`config.mk`:
```
export PLATFORM = sky130hd
export DESIGN_NAME = rv_fpu_csr_file
export DESIGN_NICKNAME = d
export VERILOG_FILES = /design/src/rtl/rv_fpu_csr_file.sv
export SDC_FILE = /design/constraint.sdc
export NUM_CORES = 1
export LEC_CHECK = 0
export BUFFER_PORTS_ARGS = -buffer_cell sky130_fd_sc_hd__buf_2
export CORE_ASPECT_RATIO = 1.4
export CORE_MARGIN = 4
export CORE_UTILIZATION = 52
export CTS_BUF_LIST = sky130_fd_sc_hd__clkbuf_4 sky130_fd_sc_hd__clkbuf_8
export DETAILED_ROUTE_END_ITERATION = 7
export GPL_TIMING_DRIVEN = 0
export PLACE_DENSITY = 0.83
export SKIP_CTS_REPAIR_TIMING = 1
export SLEW_MARGIN = 20
export SYNTH_ARGS = -nofsm -noshare
export SYNTH_HDL_FRONTEND = slang
export SYNTH_SLANG_ARGS = --single-unit
export TNS_END_PERCENT = 5
```
`constraint.sdc`:
```
create_clock -name clk -period 2.7 [get_ports clk]
set_input_delay 0.54 -clock clk [delete_from_list [all_inputs] [get_ports clk]]
set_output_delay 0.54 -clock clk [all_outputs]
set_load 0.01 [all_outputs]
```
`src/rtl/rv_fpu_csr_file.sv`:
```
// Per-warp FP CSR file (fflags/frm/fcsr): supplies frm to FPU issue, accumulates FPU flags, serves CSR accesses.
// Optional per-warp flag-event counter at 0xCC0 enabled by `define FCSR_FLAG_COUNTER_EN.
module rv_fpu_csr_file #(
  parameter int unsigned NUM_WARPS = 4,
  parameter int unsigned NW_BITS   = 2
) (
  input  logic                 clk,
  input  logic                 reset,
  input  logic [NW_BITS-1:0]   fpu_read_wid,
  output logic [2:0]           fpu_read_frm,
  input  logic                 fpu_write_enable,
  input  logic [NW_BITS-1:0]   fpu_write_wid,
  input  logic [4:0]           fpu_write_fflags,
  input  logic [NUM_WARPS-1:0] fpu_pending,
  input  logic                 csr_req_valid,
  output logic                 csr_req_ready,
  input  logic [NW_BITS-1:0]   csr_req_wid,
  input  logic [11:0]          csr_req_addr,
  input  logic [1:0]           csr_req_op,
  input  logic [31:0]          csr_req_data,
  output logic                 csr_rsp_valid,
  input  logic                 csr_rsp_ready,
  output logic [31:0]          csr_rsp_data,
  output logic                 csr_rsp_hit,
  output logic [NUM_WARPS-1:0] csr_pending
);

  localparam logic [11:0] ADDR_FFLAGS = 12'h001;
  localparam logic [11:0] ADDR_FRM    = 12'h002;
  localparam logic [11:0] ADDR_FCSR   = 12'h003;
  localparam logic [11:0] ADDR_FCNT   = 12'hCC0;

  localparam logic [1:0] OP_READ = 2'b00;
  localparam logic [1:0] OP_RW   = 2'b01;
  localparam logic [1:0] OP_RS   = 2'b10;
  localparam logic [1:0] OP_RC   = 2'b11;

  localparam int unsigned CNT_W = 16;

  logic [4:0]           r_fflags [NUM_WARPS];
  logic [2:0]           r_frm    [NUM_WARPS];
  logic                 r_rsp_valid;
  logic [31:0]          r_rsp_data;
  logic                 r_rsp_hit;
  logic [NW_BITS-1:0]   r_rsp_wid;
  logic [NUM_WARPS-1:0] r_pending;

  logic [4:0]           w_fflags_nxt [NUM_WARPS];
  logic [2:0]           w_frm_nxt    [NUM_WARPS];
  logic [NUM_WARPS-1:0] w_pending_nxt;
  logic                 w_accept;
  logic                 w_rsp_hs;
  logic                 w_hit;
  logic [31:0]          w_old;
  logic [7:0]           w_new;
  logic                 w_wr_fflags;
  logic                 w_wr_frm;
  logic                 w_unused;

`ifdef FCSR_FLAG_COUNTER_EN
  logic [CNT_W-1:0]     r_flag_cnt [NUM_WARPS];
`endif

  // Operand bits above the widest FP field never reach state.
  assign w_unused = ^csr_req_data[31:8];

  assign csr_req_ready = ~fpu_pending[csr_req_wid] & ~r_pending[csr_req_wid]
                       & (~r_rsp_valid | csr_rsp_ready);
  assign w_accept      = csr_req_valid & csr_req_ready;
  assign w_rsp_hs      = r_rsp_valid & csr_rsp_ready;
  assign fpu_read_frm  = r_frm[fpu_read_wid];

  // Current value of the addressed CSR for the requesting warp.
  always_comb begin
    w_hit = 1'b0;
    w_old = '0;
    case (csr_req_addr)
      ADDR_FFLAGS: begin
        w_hit = 1'b1;
        w_old = {27'd0, r_fflags[csr_req_wid]};
      end
      ADDR_FRM: begin
        w_hit = 1'b1;
        w_old = {29'd0, r_frm[csr_req_wid]};
      end
      ADDR_FCSR: begin
        w_hit = 1'b1;
        w_old = {24'd0, r_frm[csr_req_wid], r_fflags[csr_req_wid]};
      end
`ifdef FCSR_FLAG_COUNTER_EN
      ADDR_FCNT: begin
        w_hit = 1'b1;
        w_old = {16'd0, r_flag_cnt[csr_req_wid]};
      end
`endif
      default: begin
        w_hit = 1'b0;
        w_old = '0;
      end
    endcase
  end

  always_comb begin
    w_new = w_old[7:0];
    case (csr_req_op)
      OP_READ: w_new = w_old[7:0];
      OP_RW:   w_new = csr_req_data[7:0];
      OP_RS:   w_new = w_old[7:0] | csr_req_data[7:0];
      OP_RC:   w_new = w_old[7:0] & ~csr_req_data[7:0];
      default: w_new = w_old[7:0];
    endcase
  end

  assign w_wr_fflags = w_accept & ((csr_req_addr == ADDR_FFLAGS) | (csr_req_addr == ADDR_FCSR));
  assign w_wr_frm    = w_accept & ((csr_req_addr == ADDR_FRM)    | (csr_req_addr == ADDR_FCSR));

  // CSR result lands first, FPU flags are ORed on top so none are lost.
  always_comb begin
    for (int unsigned w = 0; w < NUM_WARPS; w++) begin
      w_fflags_nxt[w] = r_fflags[w];
      w_frm_nxt[w]    = r_frm[w];
      if (csr_req_wid == NW_BITS'(w)) begin
        if (w_wr_fflags) begin
          w_fflags_nxt[w] = w_new[4:0];
        end
        if (w_wr_frm) begin
          w_frm_nxt[w] = (csr_req_addr == ADDR_FCSR) ? w_new[7:5] : w_new[2:0];
        end
      end
      if (fpu_write_enable && (fpu_write_wid == NW_BITS'(w))) begin
        w_fflags_nxt[w] = w_fflags_nxt[w] | fpu_write_fflags;
      end
    end
  end

  // Response handshake frees the old warp before a new accept marks its own.
  always_comb begin
    w_pending_nxt = r_pending;
    if (w_rsp_hs) begin
      w_pending_nxt[r_rsp_wid] = 1'b0;
    end
    if (w_accept) begin
      w_pending_nxt[csr_req_wid] = 1'b1;
    end
  end

  always_ff @(posedge clk) begin
    if (reset) begin
      for (int unsigned w = 0; w < NUM_WARPS; w++) begin
        r_fflags[w] <= '0;
        r_frm[w]    <= '0;
      end
      r_pending <= '0;
    end else begin
      for (int unsigned w = 0; w < NUM_WARPS; w++) begin
        r_fflags[w] <= w_fflags_nxt[w];
        r_frm[w]    <= w_frm_nxt[w];
      end
      r_pending <= w_pending_nxt;
    end
  end

  // Single-entry response register; holds while the consumer stalls.
  always_ff @(posedge clk) begin
    if (reset) begin
      r_rsp_valid <= 1'b0;
      r_rsp_data  <= '0;
      r_rsp_hit   <= 1'b0;
      r_rsp_wid   <= '0;
    end else if (w_accept) begin
      r_rsp_valid <= 1'b1;
      r_rsp_data  <= w_old;
      r_rsp_hit   <= w_hit;
      r_rsp_wid   <= csr_req_wid;
    end else if (w_rsp_hs) begin
      r_rsp_valid <= 1'b0;
    end
  end

`ifdef FCSR_FLAG_COUNTER_EN
  // Saturating count of flag-raising FPU commits per warp; read-only from the CSR side.
  always_ff @(posedge clk) begin
    if (reset) begin
      for (int unsigned w = 0; w < NUM_WARPS; w++) begin
        r_flag_cnt[w] <= '0;
      end
    end else begin
      for (int unsigned w = 0; w < NUM_WARPS; w++) begin
        if (fpu_write_enable && (fpu_write_wid == NW_BITS'(w)) && (fpu_write_fflags != 5'd0)
            && (r_flag_cnt[w] != {CNT_W{1'b1}})) begin
          r_flag_cnt[w] <= r_flag_cnt[w] + CNT_W'(1);
        end
      end
    end
  end
`endif

  assign csr_rsp_valid = r_rsp_valid;
  assign csr_rsp_data  = r_rsp_data;
  assign csr_rsp_hit   = r_rsp_hit;
  assign csr_pending   = r_pending;

endmodule

```
==> flow_summary.ini, run 1 <==
[outcome]
status = complete, no violations

[pwr]
p_leak_nw = 1.436
max-vdd-ir-drop_uv = 288.0
fin_total_pwr_w = 0.001478
power_density_nw_per_um2 = 420.2

[logic_synthesis]
syn_area_um2 = 2982
ys_seq_area_share_pct = 36.26
synth_area_leaders = dfxtp_1 24%, edfxtp_1 12%, mux4_2 6.8%
yosysWarnings = 0
synth_area_per_cell_um2 = 9.318
netlist.area_leader.share_pct = 24.17
synth_edf_count = 12
synth-seq-cells = 48
async_reset_ff_share_pct = 0
synthFlopType = dfxtp_1
yosys.area.top_type = dfxtp_1
netlist_instances = 320
yosysUniqueCellTypes = 48

[route]
via_per_inst = 5.867
routed-wl-met2_mm = 4.047
ant_nets = 0
post-route-drc-count = 0
highest_layer = met4
wl_per_cell_um = 16.51
num_vias = 2781
wl_met3_um = 603
wl_met1_mm = 2.925
drt_iter0_drc = 213
wirelength_mm = 7.826
dr.pass1.iters = 5

[clocking]
htreeDepth = 2
clock_latency_ps = 290
cts_sinks = 48
cts_buffers = 5
path_clk_slew_ps = 80
clock-root-buffer = clkbuf_8
cts_tree = done
clock_path_buffers = 2

[global_route]
grt_max_degree = 14
antenna_found_initial = 0
overflow = 0
grt_pass1_wl_mm = 12.17
grt_pass1_vias = 2592
track_usage_pct = 22.02

[placement]
place.gp.congestion = 0.9578
dp_hpwl_mm = 6.118
port_buffers = 56

[timing]
tightestPinTransition_ps = 781.3
finalCritPeriodShare_pct = 84.53
fmax_mhz = 438.1
report.final.slew_viol_count = 0
clock_skew_ps = 6.033
rsz0062_at_grt = no
slew_headroom_pct = 47.80
setup_viol = 0
fin_crit_ps = 2282
tns_ps = 0
hold_violations = 0

[critical_path]
crit_path_start_kind = primary input
cp_max_fo = 8
path_buf_inv = 3
cp.arrival_ps = 1740
crit_chain = buf_6 -> inv_4 -> mux4_2 -> and2_1 -> buf_2
crit_required_ps = 2160
crit_path_top_delay_cell = mux4_2
cp_top_family = multiplexers
cp-end-kind = output pin
cpPeakStageDelay_ps = 640
crit_type = in2out

[floorplan]
initial_core_util_pct = 53.96
core_um2 = 5525
dieWidth_um = 72.00
die_h_um = 97.60
boundaryPins = 108
die-area_um2 = 7026
placementRows = 32

[finish]
final_cell_mix = 65 x buf_2, 45 x nand2_1, 36 x dfxtp_1
drive_above_1_share_pct = 32.51
nNetsFinal = 472
antenna_cells = 0
final_common_cell = buf_2
syn2layout_area_growth_pct = 17.96
post-route-util_pct = 63.65

[job]
drv_cap = 0

[worst_hold_path]
hp-class = reg2reg
[layer usage]
layer	track usage (%)	vias up
met4	11.29	0
met3	3.830	23
met2	37.68	145
li1	-	1311
met1	25.72	1302
met5	0	-
[power by group]
part / switching, W / leakage [nW] / total [W] / internal [W]
registers: 0.0000135 / 0.421 / 0.000768 / 0.000755
logic: 0.000164 / 0.970 / 0.000288 / 0.000124
clock network: 0.000222 / 0.0452 / 0.000421 / 0.000199
[registers in the layout, summed over array words and instances, names as in the netlist]
name,flops
r_frm,12
r_rsp_wid,2
csr_rsp_data,8
r_fflags,20
csr_rsp_hit,1
csr_rsp_valid,1
csr_pending,4
[final cells by class]
| cell class | instances | area (um^2) |
|---|---|---|
| plain buffers | 45 | 292.8 |
| clock buffers | 7 | 83.83 |
| fillers | 499 | 2008 |
| inverters | 4 | 17.52 |
| multi-input cells | 246 | 1677 |
| flip-flops and latches | 48 | 1081 |
| well taps | 68 | 85.08 |
| repair buffers | 56 | 280.3 |
[through the flow]
stage / instances / worst slack (ps) / hold slack [ps] / instance area [um^2]
finish: 474 / 417.7 / 453.4 / 3517
floorplan: 343 / 535.3 / 472.8 / 3068
detailed placement: 467 / 99.84 / 443.9 / 3433
global placement: 467 / 171.1 / 439.8 / 3433
CTS: 474 / 409.1 / 454.8 / 3517
global route: 474 / 329.5 / 473.9 / 3517
[cells in the mapped netlist, drive strengths merged (7+ instances only)]
master	number
nand2	46
buf	37
dfxtp	36
a21oi	34
nor2	17
edfxtp	12
mux2i	11
nor3b	11
a311oi	9
mux4	9
a22oi	8
clkbuf	8
mux2	7
o21ai	7
[cell families (layout without fill, tap and decap cells)]
| logic type | count (synthesis) | count (layout) | synth area share (%) |
|---|---|---|---|
| compound gates | 76 | 76 | 17.75 |
| xor+xnor | 6 | 6 | 1.762 |
| buf+inv | 49 | 112 | 10.41 |
| flops | 48 | 48 | 36.26 |
| mux | 27 | 27 | 13.13 |
| other cells | 1 | 24 | 0.1258 |
| simple gates | 113 | 113 | 20.56 |
[final timing paths]
check	startpoint	to	slack [ps]	cells after the start
worst max-delay path	csr_req_wid[1]	csr_req_ready	420	5
worst min-delay path	csr_rsp_hit	csr_rsp_hit	450	2
worst max register to register	csr_rsp_valid	r_frm[1][1]	570	6
worst min register to register	csr_rsp_hit	csr_rsp_hit	450	2
[worst reg2reg max path, stage by stage, from the launching register on]
cell and delay [ps]:
dfxtp_1 350, nand2b_1 110, and2_1 130, clkbuf_1 350, nand4_4 180, buf_2 220
o21ai_0 430
(Power assumes the default switching activity.)
==> run 2: changes to the inputs <==
--- a/config.mk
+++ b/config.mk
@@ -8,11 +8,11 @@
 export BUFFER_PORTS_ARGS = -buffer_cell sky130_fd_sc_hd__buf_2
 export CORE_ASPECT_RATIO = 1.4
 export CORE_MARGIN = 4
-export CORE_UTILIZATION = 52
+export CORE_UTILIZATION = 47
 export CTS_BUF_LIST = sky130_fd_sc_hd__clkbuf_4 sky130_fd_sc_hd__clkbuf_8
 export DETAILED_ROUTE_END_ITERATION = 7
 export GPL_TIMING_DRIVEN = 0
-export PLACE_DENSITY = 0.83
+export PLACE_DENSITY = 0.79
 export SKIP_CTS_REPAIR_TIMING = 1
 export SLEW_MARGIN = 20
 export SYNTH_ARGS = -nofsm -noshare
==> constraint.sdc (replaced) <==
create_clock -name clk -period 1.8 [get_ports clk]
set_input_delay 0.36 -clock clk [delete_from_list [all_inputs] [get_ports clk]]
set_output_delay 0.36 -clock clk [all_outputs]
set_load 0.01 [all_outputs]
==> run 2 against run 1 <==
The flow now finishes with violations (negative setup slack). Critical endpoint unchanged. Clock skew increased by 0.73 ps. Die area rose by 9.6%. Cell count is 2.3% higher. Non-clock buffer count is 7 higher. Clock power increased by 64%. Register-to-register slack got worse by 580 ps. Highest routed layer unchanged. Count of clock-buffer cells in the layout is the same. Critical path type is now reg2out.
==> flow_summary.ini, run 2 (same netlist as run 1, synthesis figures left out) <==
[placement]
port_buffers = 56
place.gp.congestion = 0.9141
dp_hpwl_mm = 6.289
place_ws_ps = -494.9
numPlacedInstances = 471

[pwr]
p_leak_nw = 1.534
power.internal_w = 0.001699
switching_power_w = 0.0006424
power.share.clock_pct = 29.5
fin_total_pwr_w = 0.002341
power.share.combinational_pct = 21.2
power_frac_seq_pct = 49.3
p_sw_share_pct = 27.44
max-vdd-ir-drop_uv = 420.1
power_density_nw_per_um2 = 609.1

[clocking]
path_clk_slew_ps = 90
clock_latency_ps = 300
htreeDepth = 2
cts_sinks = 48
clock_path_buffers = 2
clock-root-buffer = clkbuf_8
cts_buffers = 5
cts_tree = done

[critical_path]
crit_path_start_kind = flop
worstSetupStartpoint = csr_pending[1]
regToRegSetupSlack_ps = -10
crit_path_end = csr_req_ready
reg2reg_to = r_frm[3][2]
cp_max_fo = 3
reg2reg_depth = 6
r2r-start = r_frm[1][2]
crit_type = reg2out
cp.arrival_ps = 1470
crit_required_ps = 1440
cp-end-kind = output pin

[timing]
clock_skew_ps = 6.767
tightestPinTransition_ps = 729.0
setup_viol = 4
setup_ws_ps = -30.94
report.final.slew_viol_count = 0
fin_crit_ps = 1831
tns_ps = -83.68
hold_violations = 0
fmax_mhz = 546.2
rsz0062_at_grt = yes
slew_headroom_pct = 51.30
finalCritPeriodShare_pct = 101.7

[finish]
antenna_cells = 0
post-route-util_pct = 61.89
final_common_cell = buf_2
top_register = r_fflags
drive_above_1_share_pct = 42.37
syn2layout_area_growth_pct = 28.91
nNetsFinal = 479
largest_reg_flops = 20
fin_cells = 485
final_cell_mix = 58 x buf_2, 45 x nand2_1, 32 x buf_4, 32 x dfxtp_1, 31 x a21oi_1
nFillCells = 510

[job]
drv_cap = 0

[global_route]
overflow = 0
track_usage_pct = 21.03
grt_pass1_vias = 2674
grt_pass1_wl_mm = 12.45
antenna_found_initial = 0
grt_max_degree = 14

[route]
wl_per_cell_um = 17.15
via_per_inst = 5.808
post-route-drc-count = 0
dr.pass1.iters = 4
num_vias = 2817
drt_iter0_drc = 279
wirelength_mm = 8.319
ant_nets = 0

[floorplan]
die_h_um = 102.2
dieWidth_um = 75.32
core_um2 = 6211
placementRows = 34
initial_core_util_pct = 48.01
boundaryPins = 108
die-area_um2 = 7700

[outcome]
status = finished with violations
violations = negative setup slack

[worst_hold_path]
hp-class = in2reg
-- run 2: changes by cell type in the layout (fill, tap and decap cells not counted), moves of 5 or more --
cell       delta
nor2_1        -6
a2111oi_2     +5
nor3b_2       +6
buf_2         -7
nor2_2        +6
a2111oi_0     -6
buf_4         +6
buf_6         +7
nor3b_1       -7
-- run 2: worst min path at each step --
stage / start / to / slack, ps / depth (start not counted)
after global routing: fpu_write_fflags[3] / r_fflags[1][3] / 340 / 3
after CTS: fpu_write_fflags[3] / r_fflags[0][3] / 320 / 3
final: fpu_write_fflags[3] / r_fflags[3][3] / 320 / 3
after global placement: csr_rsp_hit / csr_rsp_hit / 440 / 2
after floorplan: r_rsp_wid[0] / r_rsp_wid[0] / 470 / 2
after detailed placement: csr_rsp_hit / csr_rsp_hit / 440 / 2
-- run 2: layer usage --
layer	global-route usage (%)	part of all wire, %	vias up
li1	-	-	1323
met1	24.25	37	1345
met2	37.59	53	128
met3	3.346	7.6	21
met4	8.748	2.5	0
met5	0	0	-
-- run 2: worst max-delay path: stages, from the launching register on --
cell     delay, ps
dfxtp_2        360
nor2_1          40
mux4_2         500
and2_4         160
buf_6          110
-- run 2: power by group through the flow --
stage | Combinational, W | Clock, W | Sequential, W
2_1_floorplan | 0.000300 | 0 | 0.00117
3_3_place_gp | 0.000430 | 0 | 0.00118
3_5_place_dp | 0.000439 | 0 | 0.00118
4_1_cts | 0.000440 | 0.000697 | 0.00115
5_1_grt | 0.000536 | 0.000726 | 0.00116
6_report | 0.000496 | 0.000690 | 0.00115
-- run 2: stage by stage --
step,hold WS [ps],cell area (um^2)
2_1_floorplan,472.8,3158
3_3_place_gp,441.2,3528
3_5_place_dp,444.2,3528
4_1_cts,324.7,3625
5_1_grt,342.4,3844
6_report,323.5,3844
-- run 2: layout make-up --
| type | count | area (um^2) | share of cell area (%) |
|---|---|---|---|
| buffer | 43 | 325.3 | 8.464 |
| inverter | 4 | 22.52 | 0.5859 |
| tap | 72 | 90.09 | 2.344 |
| sequential | 48 | 1086 | 28.26 |
| multi-input combinational | 246 | 1847 | 48.05 |
| clock buffer | 7 | 96.34 | 2.507 |
| timing repair buffer | 65 | 376.6 | 9.798 |
==> run 3: changes to the inputs <==
--- a/config.mk
+++ b/config.mk
@@ -13,6 +13,7 @@
 export DETAILED_ROUTE_END_ITERATION = 7
 export GPL_TIMING_DRIVEN = 0
 export PLACE_DENSITY = 0.79
+export SETUP_SLACK_MARGIN = 0.5
 export SKIP_CTS_REPAIR_TIMING = 1
 export SLEW_MARGIN = 20
 export SYNTH_ARGS = -nofsm -noshare
==> constraint.sdc (replaced) <==
create_clock -name clk -period 1.8 [get_ports clk]
set_input_delay 0.18 -clock clk [delete_from_list [all_inputs] [get_ports clk]]
set_output_delay 0.18 -clock clk [all_outputs]
set_load 0.01 [all_outputs]
==> run 3 against run 2 <==
Utilization is 0.18 points higher. Register-to-register slack lost 80 ps. The run still ends with negative setup slack left. Largest power group unchanged. Die area unchanged. Global-route usage up 0.28 points. Clock skew is 3.2 ps higher. Flip-flop and latch count stayed put. Combinational power increased by 3%.
==> flow_summary.ini, run 3 (same netlist as run 1, synthesis figures left out) <==
[outcome]
status = finished with violations
violations = negative setup slack

[global_route]
grt_pass1_wl_mm = 12.56
overflow = 0
grt_max_degree = 15
grt_pass1_vias = 2604
track_usage_pct = 21.31
antenna_found_initial = 0

[critical_path]
reg2reg_depth = 6
cp-end-kind = flop
cp.arrival_ps = 1940
cp_max_fo = 5
r2r-start = r_frm[1][0]
crit_path_start_kind = flop
crit_type = reg2reg
reg2reg_to = r_frm[3][0]
regToRegSetupSlack_ps = -90
crit_required_ps = 1850

[timing]
slew_headroom_pct = 52.08
fin_crit_ps = 1894
hold_violations = 0
setup_viol = 8
whs_ps = 137.9
clock_skew_ps = 9.988
tightestPinTransition_ps = 717.3
setup_ws_ps = -94.07
report.final.slew_viol_count = 0
finalCritPeriodShare_pct = 105.2
fmax_mhz = 528.0
rsz0062_at_grt = yes

[job]
drv_cap = 0

[pwr]
power_density_nw_per_um2 = 609.1
max-vdd-ir-drop_uv = 396.2
fin_total_pwr_w = 0.002348
p_leak_nw = 1.563

[placement]
place.gp.congestion = 0.9435
place_ws_ps = -334.5
port_buffers = 56
placed_cell_area_um2 = 3542
dp_hpwl_mm = 6.398

[floorplan]
die-area_um2 = 7700
dieWidth_um = 75.32
die_h_um = 102.2
core_um2 = 6211
placementRows = 34
initial_core_util_pct = 48.01
boundaryPins = 108

[finish]
nFillCells = 516
multiInputGateArea_um2 = 1842
final_cell_mix = 57 x buf_2, 45 x nand2_1, 34 x buf_4
seq_area_um2 = 1089
fin_area_um2 = 3855
nNetsFinal = 481
top_register = r_fflags
largest_reg_flops = 20
final_common_cell = buf_2
antenna_cells = 0
post-route-util_pct = 62.07
syn2layout_area_growth_pct = 29.29
drive_above_1_share_pct = 41.11

[clocking]
clock_latency_ps = 310
htreeDepth = 2
cts_sinks = 48
path_clk_slew_ps = 90
clock-root-buffer = clkbuf_8
cts_buffers = 5
cts_tree = done
clock_path_buffers = 2

[route]
via_per_inst = 5.867
num_vias = 2863
wl_per_cell_um = 17.95
post-route-drc-count = 0
drt_iter0_drc = 376
wirelength_mm = 8.762
ant_nets = 0
dr.pass1.iters = 5

[worst_hold_path]
hold_depth = 3
hp-class = in2reg
min_from = fpu_write_fflags[3]
whs_endpoint = r_fflags[3][3]
==> run 3: routing by layer <==
metal / GRT usage [%] / part of all wire [%]
met1: 25.17 / 37
met2: 38.59 / 55
met3: 3.445 / 6.9
met4: 6.460 / 1.5
met5: 0 / 0
==> run 3: per-stage QoR <==
step	cells	TNS, ps
after global placement	471	-2871
after floorplan	343	0
after global routing	488	-1170
after detailed placement	471	-3669
final	488	-324.2
after CTS	479	-1590
==> run 3: area by class of cell <==
| cell class | instances | area share (%) |
|---|---|---|
| clock buffers | 6 | 2.142 |
| well taps | 72 | 2.337 |
| plain buffers | 45 | 8.991 |
| multi-input cells | 246 | 47.78 |
| inverters | 4 | 0.5842 |
| clock inverters | 2 | 0.2597 |
| repair buffers | 65 | 9.672 |
| flip-flops and latches | 48 | 28.24 |
==> run 3: where the power goes <==
group | internal, W | switching (W)
clock network | 0.000307 | 0.000374
registers | 0.00113 | 0.0000224
logic | 0.000232 | 0.000280
total | 0.00167 | 0.000677
==> run 3: critical path, stage by stage, from the launching register on <==
cell      delay, ps
edfxtp_1        420
mux2_4          290
a22oi_2         200
a21oi_2         110
a22oi_2         360
buf_4           190
a211oi_2         50
==> run 3: how the worst max path moves through the flow <==
stage                     from              to  slack (ps)  cells after the start
2_1_floorplan   csr_req_wid[1]  r_fflags[1][3]         160                      7
3_3_place_gp   csr_req_addr[9]     r_frm[0][2]        -250                      6
5_1_grt            r_frm[0][0]     r_frm[3][0]        -120                      6
4_1_cts            r_frm[1][0]     r_frm[2][0]        -250                      5
6_report           r_frm[1][0]     r_frm[3][0]         -90                      6
3_5_place_dp   csr_req_addr[3]     r_frm[2][0]        -330                      6
